<file path="config.mk">
export PLATFORM = sky130hd
export DESIGN_NAME = pipe_reg_type_d
export DESIGN_NICKNAME = d
export VERILOG_FILES = /design/src/rtl/pipe_reg_type_d_pkg.sv /design/src/rtl/pipe_reg_type_d_stage.sv /design/src/rtl/pipe_reg_type_d.sv
export SDC_FILE = /design/constraint.sdc
export NUM_CORES = 1
export LEC_CHECK = 0
export ABC_AREA = 1
export BUFFER_PORTS_ARGS = -buffer_cell sky130_fd_sc_hd__buf_4
export CELL_PAD_IN_SITES_DETAIL_PLACEMENT = 2
export CELL_PAD_IN_SITES_GLOBAL_PLACEMENT = 2
export CORE_MARGIN = 2
export CORE_UTILIZATION = 33
export CTS_CLUSTER_DIAMETER = 40
export DETAILED_ROUTE_END_ITERATION = 12
export PLACE_DENSITY_LB_ADDON = 0.2
export SKIP_LAST_GASP = 1
export SLEW_MARGIN = 10
export SYNTH_ARGS = -nofsm -noshare
export SYNTH_HDL_FRONTEND = slang
export SYNTH_SLANG_ARGS = --single-unit
</file>
<file path="constraint.sdc">
create_clock -name clk -period 2.9 [get_ports clk]
set_input_delay 0 -clock clk [delete_from_list [all_inputs] [get_ports clk]]
set_output_delay 0 -clock clk [all_outputs]
set_load 0.01 [all_outputs]
</file>
<file path="src/rtl/pipe_reg_type_d_pkg.sv">
// Shared defaults and helpers for the valid/ready D-register pipeline.
package pipe_reg_type_d_pkg;

    localparam int DEF_WIDTH = 2;
    localparam int DEF_DEPTH = 4;

    // Bits needed to represent an occupancy of 0..depth inclusive.
    function automatic int cnt_bits(input int depth);
        return (depth < 1) ? 1 : $clog2(depth + 1);
    endfunction

endpackage

</file>
<file path="src/rtl/pipe_reg_type_d_stage.sv">
// One pipeline stage: data register plus valid bit with load/flush control.
module pipe_reg_type_d_stage
    import pipe_reg_type_d_pkg::*;
#(
    parameter int WIDTH = DEF_WIDTH
) (
    input  logic             clk,
    input  logic             reset_L,
    input  logic             flush,
    input  logic             load,
    input  logic             src_valid,
    input  logic [WIDTH-1:0] src_data,
    output logic             valid,
    output logic [WIDTH-1:0] data
);

    // Bubbles only clear the valid bit; the data register keeps its value.
    always_ff @(posedge clk or negedge reset_L) begin
        if (!reset_L) begin
            valid <= 1'b0;
            data  <= '0;
        end else if (flush) begin
            valid <= 1'b0;
        end else if (load) begin
            valid <= src_valid;
            if (src_valid) begin
                data <= src_data;
            end
        end
    end

endmodule

</file>
<file path="src/rtl/pipe_reg_type_d.sv">
// Multi-stage D-register pipeline with valid/ready flow control,
// bubble collapsing, synchronous flush and an occupancy count.
module pipe_reg_type_d
    import pipe_reg_type_d_pkg::*;
#(
    parameter int WIDTH = DEF_WIDTH,
    parameter int DEPTH = DEF_DEPTH,
    parameter int CNT_W = cnt_bits(DEPTH)
) (
    input  logic             clk,
    input  logic             reset_L,
    input  logic             in_valid,
    input  logic [WIDTH-1:0] in_data,
    output logic             in_ready,
    input  logic             flush,
    output logic             out_valid,
    output logic [WIDTH-1:0] out_data,
    input  logic             out_ready,
    output logic [CNT_W-1:0] count
);

    logic [DEPTH-1:0]            v;
    logic [DEPTH-1:0]            adv;
    logic [DEPTH-1:0]            src_v;
    logic [DEPTH-1:0][WIDTH-1:0] d;
    logic [DEPTH-1:0][WIDTH-1:0] src_d;
    logic                        push;
    logic                        pop;

    // A stage advances if it is empty or everything below it can move.
    always_comb begin
        adv = '0;
        adv[DEPTH-1] = !v[DEPTH-1] | out_ready;
        for (int i = DEPTH - 2; i >= 0; i--) begin
            adv[i] = !v[i] | adv[i+1];
        end
    end

    always_comb begin
        src_v    = '0;
        src_d    = '0;
        src_v[0] = in_valid;
        src_d[0] = in_data;
        for (int i = 1; i < DEPTH; i++) begin
            src_v[i] = v[i-1];
            src_d[i] = d[i-1];
        end
    end

    for (genvar i = 0; i < DEPTH; i++) begin : g_stage
        pipe_reg_type_d_stage #(
            .WIDTH(WIDTH)
        ) u_stage (
            .clk      (clk),
            .reset_L  (reset_L),
            .flush    (flush),
            .load     (adv[i]),
            .src_valid(src_v[i]),
            .src_data (src_d[i]),
            .valid    (v[i]),
            .data     (d[i])
        );
    end

    assign in_ready  = adv[0] & !flush & reset_L;
    assign out_valid = v[DEPTH-1];
    assign out_data  = d[DEPTH-1];
    assign push      = in_valid & in_ready;
    assign pop       = out_valid & out_ready;

    always_ff @(posedge clk or negedge reset_L) begin
        if (!reset_L) begin
            count <= '0;
        end else if (flush) begin
            count <= '0;
        end else begin
            unique case ({push, pop})
                2'b10:   count <= count + CNT_W'(1);
                2'b01:   count <= count - CNT_W'(1);
                default: count <= count;
            endcase
        end
    end

endmodule

</file>
# Word-level counts from Yosys, hierarchy flattened
# Cells that the tools add are included.
[classes]
n_mux = 10
n_bitwise = 9
reduce_logical = 14
eq_ne = 2
addsub = 2
[ops]
columns = ["cell", "count"]
rows = [
  ["$reduce_and A3 Y1", 4],
  ["$mux W1", 8],
  ["$reduce_bool A2 Y1", 4],
  ["$pmux W3 S2", 1],
  ["$logic_not A1 Y1", 5],
  ["$and A1 B1 Y1", 4],
  ["$or A1 B1 Y1", 4],
  ["$add A3 B1 Y3 const B", 1],
  ["$mux W3", 1],
  ["$reduce_bool A3 Y1", 1],
  ["$sub A3 B1 Y3 const B", 1],
  ["$eq A2 B1 Y1 const B", 1],
  ["$eq A2 B2 Y1 const B", 1],
  ["$not A1 Y1", 1],
]
[totals]
regBits = 15
out_inout_bits = 7
inputBits = 7

# Depth between registers and ports, before layout
# Gate-level depths: netlist of the first run.
[depth]
ltp_word = 11
ltp_mapped = 14
depth_no_buf = 14

# Hierarchy
# A second synthesis of the first run with hierarchy kept.
[unflattened]
hier_cells = 92
hier_area_um2 = 815.8
[by_module_without_submodules]
columns = ["module", "area_per_inst_um2", "cells_each", "n_inst", "seq_area_each_um2"]
rows = [
  ["pipe_reg_type_d_stage", 125.1, 13, 4, 75.1],
  ["pipe_reg_type_d", 315.3, 40, 1, 75.1],
]

# Worst setup path before layout of the first run
# OpenSTA, ideal clock, no wires.
[synth_path]
kind = "reg2reg"
start = "register g_stage[3].u_stage.valid"
end = "register count[2]"
slack_ns = 1.078
stages_incl_launch_ff = 14
arrival_ns = 1.705
setup_time_ns = 0.117
required_ns = 2.783
cell_sequence = "dfrtp_1 > nand2_2 > nor2_2 > nand3_1 > nand3_2 > nand2_4 > inv_1 > fa_1 > xor2_1 > inv_1 > nand3_1 > nand2_1 > nand2_1 > nand2_1"
[synth_between]
elab_chain_cells = 11
elab_cells_between_ends = 14
[synth_rtl]
columns = ["element", "line", "text"]
rows = [
  ["start, declared", "pipe_reg_type_d_stage.sv:13", "output logic valid,"],
  ["start signal, assigned", "pipe_reg_type_d_stage.sv:25", "valid <= src_valid;"],
  ["$logic_not A1 Y1", "pipe_reg_type_d.sv:33", "adv[DEPTH-1] = !v[DEPTH-1] | out_ready;"],
  ["$or A1 B1 Y1", "pipe_reg_type_d.sv:33", ""],
  ["$or A1 B1 Y1 (3 in a row)", "pipe_reg_type_d.sv:35", "adv[i] = !v[i] | adv[i+1];"],
  ["$and A1 B1 Y1 (2 in a row)", "pipe_reg_type_d.sv:65", "assign in_ready = adv[0] & !flush & reset_L;"],
  ["$and A1 B1 Y1", "pipe_reg_type_d.sv:68", "assign push = in_valid & in_ready;"],
  ["$eq A2 B1 Y1 / $eq A2 B2 Y1 (equally long branches)", "pipe_reg_type_d.sv:77", "unique case ({push, pop})"],
  ["$pmux W3 S2", "pipe_reg_type_d.sv:77", ""],
  ["$mux W3", "pipe_reg_type_d.sv:74", "end else if (flush) begin"],
  ["end signal, assigned", "pipe_reg_type_d.sv:78", "2'b10: count <= count + CNT_W'(1);"],
  ["end signal, assigned", "pipe_reg_type_d.sv:79", "2'b01: count <= count - CNT_W'(1);"],
  ["end signal, assigned", "pipe_reg_type_d.sv:80", "default: count <= count;"],
  ["end, declared", "pipe_reg_type_d.sv:19", "output logic [CNT_W-1:0] count"],
]
# Parallel ways exist; a longest one is shown, timed or not.
# A chain may end at the register's enable or synchronous reset.

# Final worst setup path of the first run
# Same ends and word-level chain as after synthesis.

==> results of run 1 <==
timing repair:
action,4_1_cts,5_1_grt
hold buffers,5,0
buffers inserted,0,0
hold endpoints to repair,21,0
kinds of logic after synthesis:
logic type      synth area share [%]
simple gates                    27.5
flops                           50.3
fa+ha+maj                       2.68
xor+xnor                        1.17
mux                             1.51
buf+inv                         9.40
compound gates                  7.38
power groups by stage:
| stage | logic, µW | clock network, µW | registers [µW] |
|---|---|---|---|
| 2_1_floorplan | 59.9 | 0 | 260 |
| 3_3_place_gp | 93.1 | 0 | 259 |
| 3_5_place_dp | 98.1 | 0 | 262 |
| 4_1_cts | 106 | 137 | 258 |
| 5_1_grt | 118 | 144 | 262 |
| 6_report | 103 | 131 | 258 |
synthesized netlist by cell type:
| cell type | instances |
|---|---|
| dfrtp_1 | 15 |
| nand2_1 | 15 |
| inv_1 | 12 |
| o21ai_0 | 8 |
| nand3_1 | 5 |
| nand4_1 | 5 |
| nor2_1 | 5 |
| a21oi_1 | 3 |
| buf_4 | 2 |
| nand2_4 | 2 |
| nand3_2 | 2 |
| nor2_2 | 2 |
| fa_1 | 1 |
| inv_2 | 1 |
| inv_4 | 1 |
| mux2_2 | 1 |
| nand2_2 | 1 |
| nand4_2 | 1 |
| xor2_1 | 1 |
stage by stage:
| stage | hold WS, ns | instances | worst slack [ns] | area, µm² | util [%] |
|---|---|---|---|---|---|
| 2_1_floorplan | -0.296 | 83 | 1.08 | 746 | - |
| 3_3_place_gp | -0.114 | 122 | 1.00 | 863 | 39.8 |
| 3_5_place_dp | -0.111 | 122 | 0.922 | 863 | 39.8 |
| 4_1_cts | 0.0233 | 131 | 0.854 | 943 | 43.5 |
| 5_1_grt | 0.0469 | 131 | 0.665 | 943 | 43.5 |
| 6_report | 0.0194 | 131 | 0.856 | 943 | 43.5 |
area by class of cell:
type	instances	area, µm²
fill	266	1230
sequential	15	375
multi-input combinational	52	300
timing repair buffer	18	148
inverter	14	55.1
tap	28	35.0
clock buffer	3	22.5
clock inverter	1	7.51
flip-flops by register name, indices dropped and copies added (netlist names):
register	cells
count	3
g_stage.u_stage.data	8
g_stage.u_stage.valid	4
worst reg2reg max path, cell delays in order (launching register included):
cell and delay [ns]:
dfrtp_1 0.43, nand2_2 0.11, nor2_2 0.05, nand3_1 0.13, nand3_2 0.12, nand2_4 0.11
inv_1 0.06, fa_1 0.38, xor2_1 0.23, inv_1 0.08, nand3_1 0.09, nand2_1 0.05
nand2_1 0.06, nand2_1 0.05
metal layers:
layer / up-vias / routed length (µm)
met5: - / 0
met4: 0 / 25
met3: 3 / 46
met2: 11 / 1000
met1: 309 / 781
li1: 304 / -
final timing paths:
kind | from | to | slack, ns | cells after the start
max in group asynchronous | reset_L | count[0]$_DFFE_PN0P_ | 2.59 | 2
max reg2reg | g_stage[3].u_stage.valid$_DFFE_PN0P_ | count[2]$_DFFE_PN0P_ | 0.86 | 13
max | g_stage[3].u_stage.valid$_DFFE_PN0P_ | count[2]$_DFFE_PN0P_ | 0.86 | 13
min reg2reg | g_stage[1].u_stage.data[0]$_DFFE_PN0P_ | g_stage[1].u_stage.data[0]$_DFFE_PN0P_ | 0.50 | 2
min | out_ready | g_stage[3].u_stage.valid$_DFFE_PN0P_ | 0.02 | 4
min in group asynchronous | reset_L | g_stage[0].u_stage.data[1]$_DFFE_PN0P_ | 0.11 | 2
==> impl_metrics.tcl, run 1 <==
set metrics [dict create \
    netlist_instances 83 \
    syn_nets 91 \
    met2_usage_pct 29.5 \
    most-common-layout-cells "nand2_1 (15), dfrtp_1 (15), buf_4 (13)" \
    status "completed" \
    slew_violations 0 \
    worstSetupPathType "register to register" \
    p_leak_uw 0.000482 \
    cpPeakStageDelay_ns 0.43 \
    setup_tns_ns 0 \
    io_pins 14 \
    comb_power_share_pct 20.9 \
    end_kind "register" \
    die_w_um 51.5 \
    seq_power_share_pct 52.4 \
    ys_ff_latch 15 \
    seq_area_frac_synth_pct 50.3 \
    rsz0062_at_grt "no" \
    hpwl_um 1350 \
    grt_max_degree 20 \
    sw_frac_of_total_pct 30.8 \
    p_per_area_nw_per_um2 521 \
    clkTransAtPathRegs_ns 0.10 \
    n_antenna_cell 0 \
    drtPass1Iterations 3 \
    die_height_um 51.5 \
    synth.distinct_cells 19 \
    p_sw_uw 151 \
    cts-resized-gates 0 \
    hold_viol_final 0 \
    die_area_um2 2660 \
    yosysWarnings 0 \
    critPathSlowestCell "dfrtp_1" \
    crit_family "simple AND/OR/NAND/NOR gates" \
    antenna_found_initial 0 \
    placementRows 17 \
    use_met3_pct 1.72 \
    avgSynthCellArea_um2 8.98 \
    areaGrowthSynthToFinish_pct 26.5 \
    vias 627 \
    totalPowerFinal_uw 491 \
    yosys.area.top_type_share_pct 50.3 \
    min_period_over_period_pct 70.5 \
    slew-limit-headroom_pct 83.5 \
    finalNetCount 112 \
    core_area_um2 2170 \
    cts_buffers 3 \
    overflow 0 \
    hold_path_class "input port to register" \
    grt.busiest_layer "met2" \
    worstPathRequired_ns 3.09 \
    fmax_ghz 0.489 \
    cp.arrival_ns 2.24 \
    startpoint_type "register" \
    insertion_delay_ns 0.30 \
    io_buffers 13 \
    drive_above_1_share_pct 27.2 \
    synthTopCellsByArea "dfrtp_1 (50%), nand2_1 (7.6%), inv_1 (6.0%)" \
    setup_viol 0 \
    peakVddDrop_uv 222 \
    clkPwrFrac_pct 26.6 \
    cp_max_fo 5 \
    ant_nets 0 \
    path_cells "nand2_2, nor2_2, nand3_1, nand3_2, nand2_4, inv_1, fa_1, xor2_1, inv_1, nand3_1, nand2_1, nand2_1, nand2_1" \
    drc_errors 0 \
    tightest_slew_ns 0.248 \
    min_period_ns 2.04 \
    grt_pass1_vias 726 \
    cts_buffer_depth 2 \
    maxCapViolCount 0 \
    path_common_cell "nand2_1" \
    grt_util_met1_pct 19.7 \
    drt-initial-drc-count 2 \
    cts_root_buf "clkbuf_4" \
    vias_per_cell 4.79 \
    gp_congestion 0.707 \
    htree_num_levels 1 \
    finClkSkew_ns 0.00384 \
    clkSinkCount 15 \
    wire_per_inst_um 14.2 \
    syn_area_um2 746 \
    path_buf_inv 2 \
    yosysTopAreaCell "dfrtp_1" \
    internal-power_uw 340 \
    drt_wl_total_um 1860 \
    initial_utilization_pct 34.4 \
    cts_tree "built" \
    grt_pass1_wl_um 3170 \
    grt_usage_pct 16.5 \
]
No activity file was read; power rests on OpenSTA's default activity.
==> run 2: changes to the inputs <==
--- a/config.mk
+++ b/config.mk
@@ -10,7 +10,7 @@
 export CELL_PAD_IN_SITES_DETAIL_PLACEMENT = 2
 export CELL_PAD_IN_SITES_GLOBAL_PLACEMENT = 2
 export CORE_MARGIN = 2
-export CORE_UTILIZATION = 33
+export CORE_UTILIZATION = 28
 export CTS_CLUSTER_DIAMETER = 40
 export DETAILED_ROUTE_END_ITERATION = 12
 export PLACE_DENSITY_LB_ADDON = 0.2
==> constraint.sdc (replaced) <==
create_clock -name clk -period 1.65 [get_ports clk]
set_input_delay 0 -clock clk [delete_from_list [all_inputs] [get_ports clk]]
set_output_delay 0 -clock clk [all_outputs]
set_load 0.01 [all_outputs]
==> run 2 against run 1 <==
  * The flow now finishes with violations (negative setup slack)
  * Die area up 16%
  * Maximum frequency increased by 19%
  * Via count increased by 10%
  * Combinational power increased by 97%
  * Clock skew is 0.0023 ns higher
  * Sequential share of layout area down 5.5 points
  * Critical path type unchanged
  * Critical endpoint unchanged
  * Largest cell class unchanged
  * Highest routed layer unchanged
==> impl_metrics.tcl, run 2 (same netlist as run 1, synthesis figures left out) <==
set metrics [dict create \
    status "finished, violations left" \
    violations "negative setup slack" \
    clkSinkCount 15 \
    hold_path_depth 4 \
    insertion_delay_ns 0.29 \
    startpoint_type "register" \
    path_common_cell "nand2_1" \
    die_height_um 55.6 \
    hold_viol_final 0 \
    cts_buffer_depth 2 \
    finalNetCount 129 \
    path_buf_inv 3 \
    drt-initial-drc-count 7 \
    grt_max_degree 19 \
    overflow 0 \
    ff2ff_path_depth 13 \
    r2r_start "g_stage[2].u_stage.valid$_DFFE_PN0P_" \
    io_buffers 13 \
    worstSetupPathType "register to register" \
    io_pins 14 \
    min_period_over_period_pct 104 \
    layout_commonest_cell "buf_4" \
    layout_setup_ws_ns -0.0639 \
    antenna_found_initial 0 \
    wire_per_inst_um 14.9 \
    drc_errors 0 \
    end_kind "register" \
    cts_buffers 3 \
    slew_violations 0 \
    vias_per_cell 4.61 \
    maxCapViolCount 0 \
    peakVddDrop_uv 384 \
    most-common-layout-cells "buf_4 (28), nand2_1 (15), dfrtp_1 (15)" \
    crit_family "simple AND/OR/NAND/NOR gates" \
    die_w_um 55.6 \
    setup_viol 2 \
    cp.arrival_ns 1.90 \
    p_leak_uw 0.000557 \
    die_area_um2 3090 \
    reg_top3 "g_stage.u_stage.data: 8 flops, g_stage.u_stage.valid: 4 flops, count: 3 flops" \
    hpwl_um 1410 \
    path_cells "inv_1, nor2_4, nand3_2, nand3_2, nand2_4, inv_2, fa_2, xor2_2, inv_1, nand3_1, nand2_1, nand2_1, nand2_1" \
    htree_num_levels 1 \
    dpl_cell_area_um2 941 \
    drt_wl_total_um 2240 \
    p_per_area_nw_per_um2 799 \
    largest_reg_flops 8 \
    drtPass1Iterations 4 \
    rsz0062_at_grt "yes" \
    grt_usage_pct 14.7 \
    totalPowerFinal_uw 875 \
    clkTransAtPathRegs_ns 0.10 \
    core_area_um2 2500 \
    worstPathRequired_ns 1.84 \
    hold_end "g_stage[0].u_stage.valid$_DFFE_PN0P_" \
    worstHoldStart "flush" \
    cts_tree "built" \
    gp_congestion 0.713 \
    slew-limit-headroom_pct 81.2 \
    tightest_slew_ns 0.281 \
    cpPeakStageDelay_ns 0.39 \
    min_period_ns 1.71 \
    drive_above_1_share_pct 38.3 \
    initial_utilization_pct 29.8 \
    grt_pass1_vias 748 \
    ant_nets 0 \
    n_antenna_cell 0 \
    r2r_end "count[2]$_DFFE_PN0P_" \
    placementRows 18 \
    finClkSkew_ns 0.00619 \
    areaGrowthSynthToFinish_pct 46.8 \
    cts_root_buf "clkbuf_4" \
    fmax_ghz 0.583 \
    nFillCells 305 \
    hold_path_class "input port to register" \
    design_area_um2 1090 \
    cp_max_fo 2 \
    grt_pass1_wl_um 3520 \
    rrSetupSlack_ns -0.06 \
    vias 692 \
    regMostFlops "g_stage.u_stage.data" \
    critPathSlowestCell "dfrtp_1" \
]
## run 2: cell type report
| type | instances | area, µm² | share of cell area, % |
|---|---|---|---|
| multi-input cells | 52 | 320 | 29.3 |
| repair buffers | 35 | 280 | 25.6 |
| well taps | 30 | 37.5 | 3.43 |
| clock buffers | 4 | 26.3 | 2.40 |
| inverters | 14 | 55.1 | 5.03 |
| flip-flops and latches | 15 | 375 | 34.3 |
## run 2: worst max-delay path by stage
stage	startpoint	endpoint	slack [ns]	cells after the start
after global routing	g_stage[3].u_stage.valid$_DFFE_PN0P_	count[2]$_DFFE_PN0P_	-0.22	13
after detailed placement	g_stage[3].u_stage.valid$_DFFE_PN0P_	count[2]$_DFFE_PN0P_	-0.14	13
final	g_stage[2].u_stage.valid$_DFFE_PN0P_	count[2]$_DFFE_PN0P_	-0.06	13
after CTS	g_stage[3].u_stage.valid$_DFFE_PN0P_	count[2]$_DFFE_PN0P_	-0.13	13
after floorplan	g_stage[3].u_stage.valid$_DFFE_PN0P_	count[2]$_DFFE_PN0P_	-0.09	13
after global placement	g_stage[3].u_stage.valid$_DFFE_PN0P_	count[2]$_DFFE_PN0P_	-0.08	13
## run 2: stage by stage
| step | hold WS (ns) | util [%] | cells | setup TNS, ns | setup slack [ns] |
|---|---|---|---|---|---|
| floorplan | -0.296 | - | 83 | -0.0942 | -0.0942 |
| global placement | 0.00430 | 37.6 | 133 | -0.0816 | -0.0816 |
| detailed placement | 0.00279 | 37.6 | 133 | -0.173 | -0.140 |
| CTS | 0.00153 | 42.0 | 146 | -0.153 | -0.128 |
| global route | 0.0680 | 43.8 | 150 | -0.321 | -0.218 |
| finish | 0.0562 | 43.8 | 150 | -0.0663 | -0.0639 |
## run 2: routing by layer
| layer | vias to the layer above | wire, µm | GRT usage, % | share of wire, % |
|---|---|---|---|---|
| met5 | - | 0 | 0 | 0 |
| met4 | 0 | 18 | 6.27 | 0.80 |
| met3 | 2 | 51 | 2.79 | 2.3 |
| met2 | 10 | 1170 | 23.6 | 52 |
| met1 | 342 | 995 | 19.1 | 44 |
| li1 | 338 | - | - | - |
## run 2: repair_timing
action / in CTS / in global routing
pin swaps: 3 / 4
gates resized for setup: 0 / 3
hold buffers: 6 / 1
endpoints found under the hold margin: 21 / 1
endpoints found under the setup margin: 2 / 2
buffers inserted: 3 / 3
## run 2: power by group
group / leakage (µW) / switching, µW / internal, µW
Clock: 0.0000150 / 125 / 93.9
Combinational: 0.000348 / 100 / 103
Sequential: 0.000194 / 34.0 / 420
## run 2: tightest hold or removal path, cell delays in order
cell,delay (ns)
buf_4,0.12
inv_4,0.04
nand2_4,0.07
o21ai_0,0.07
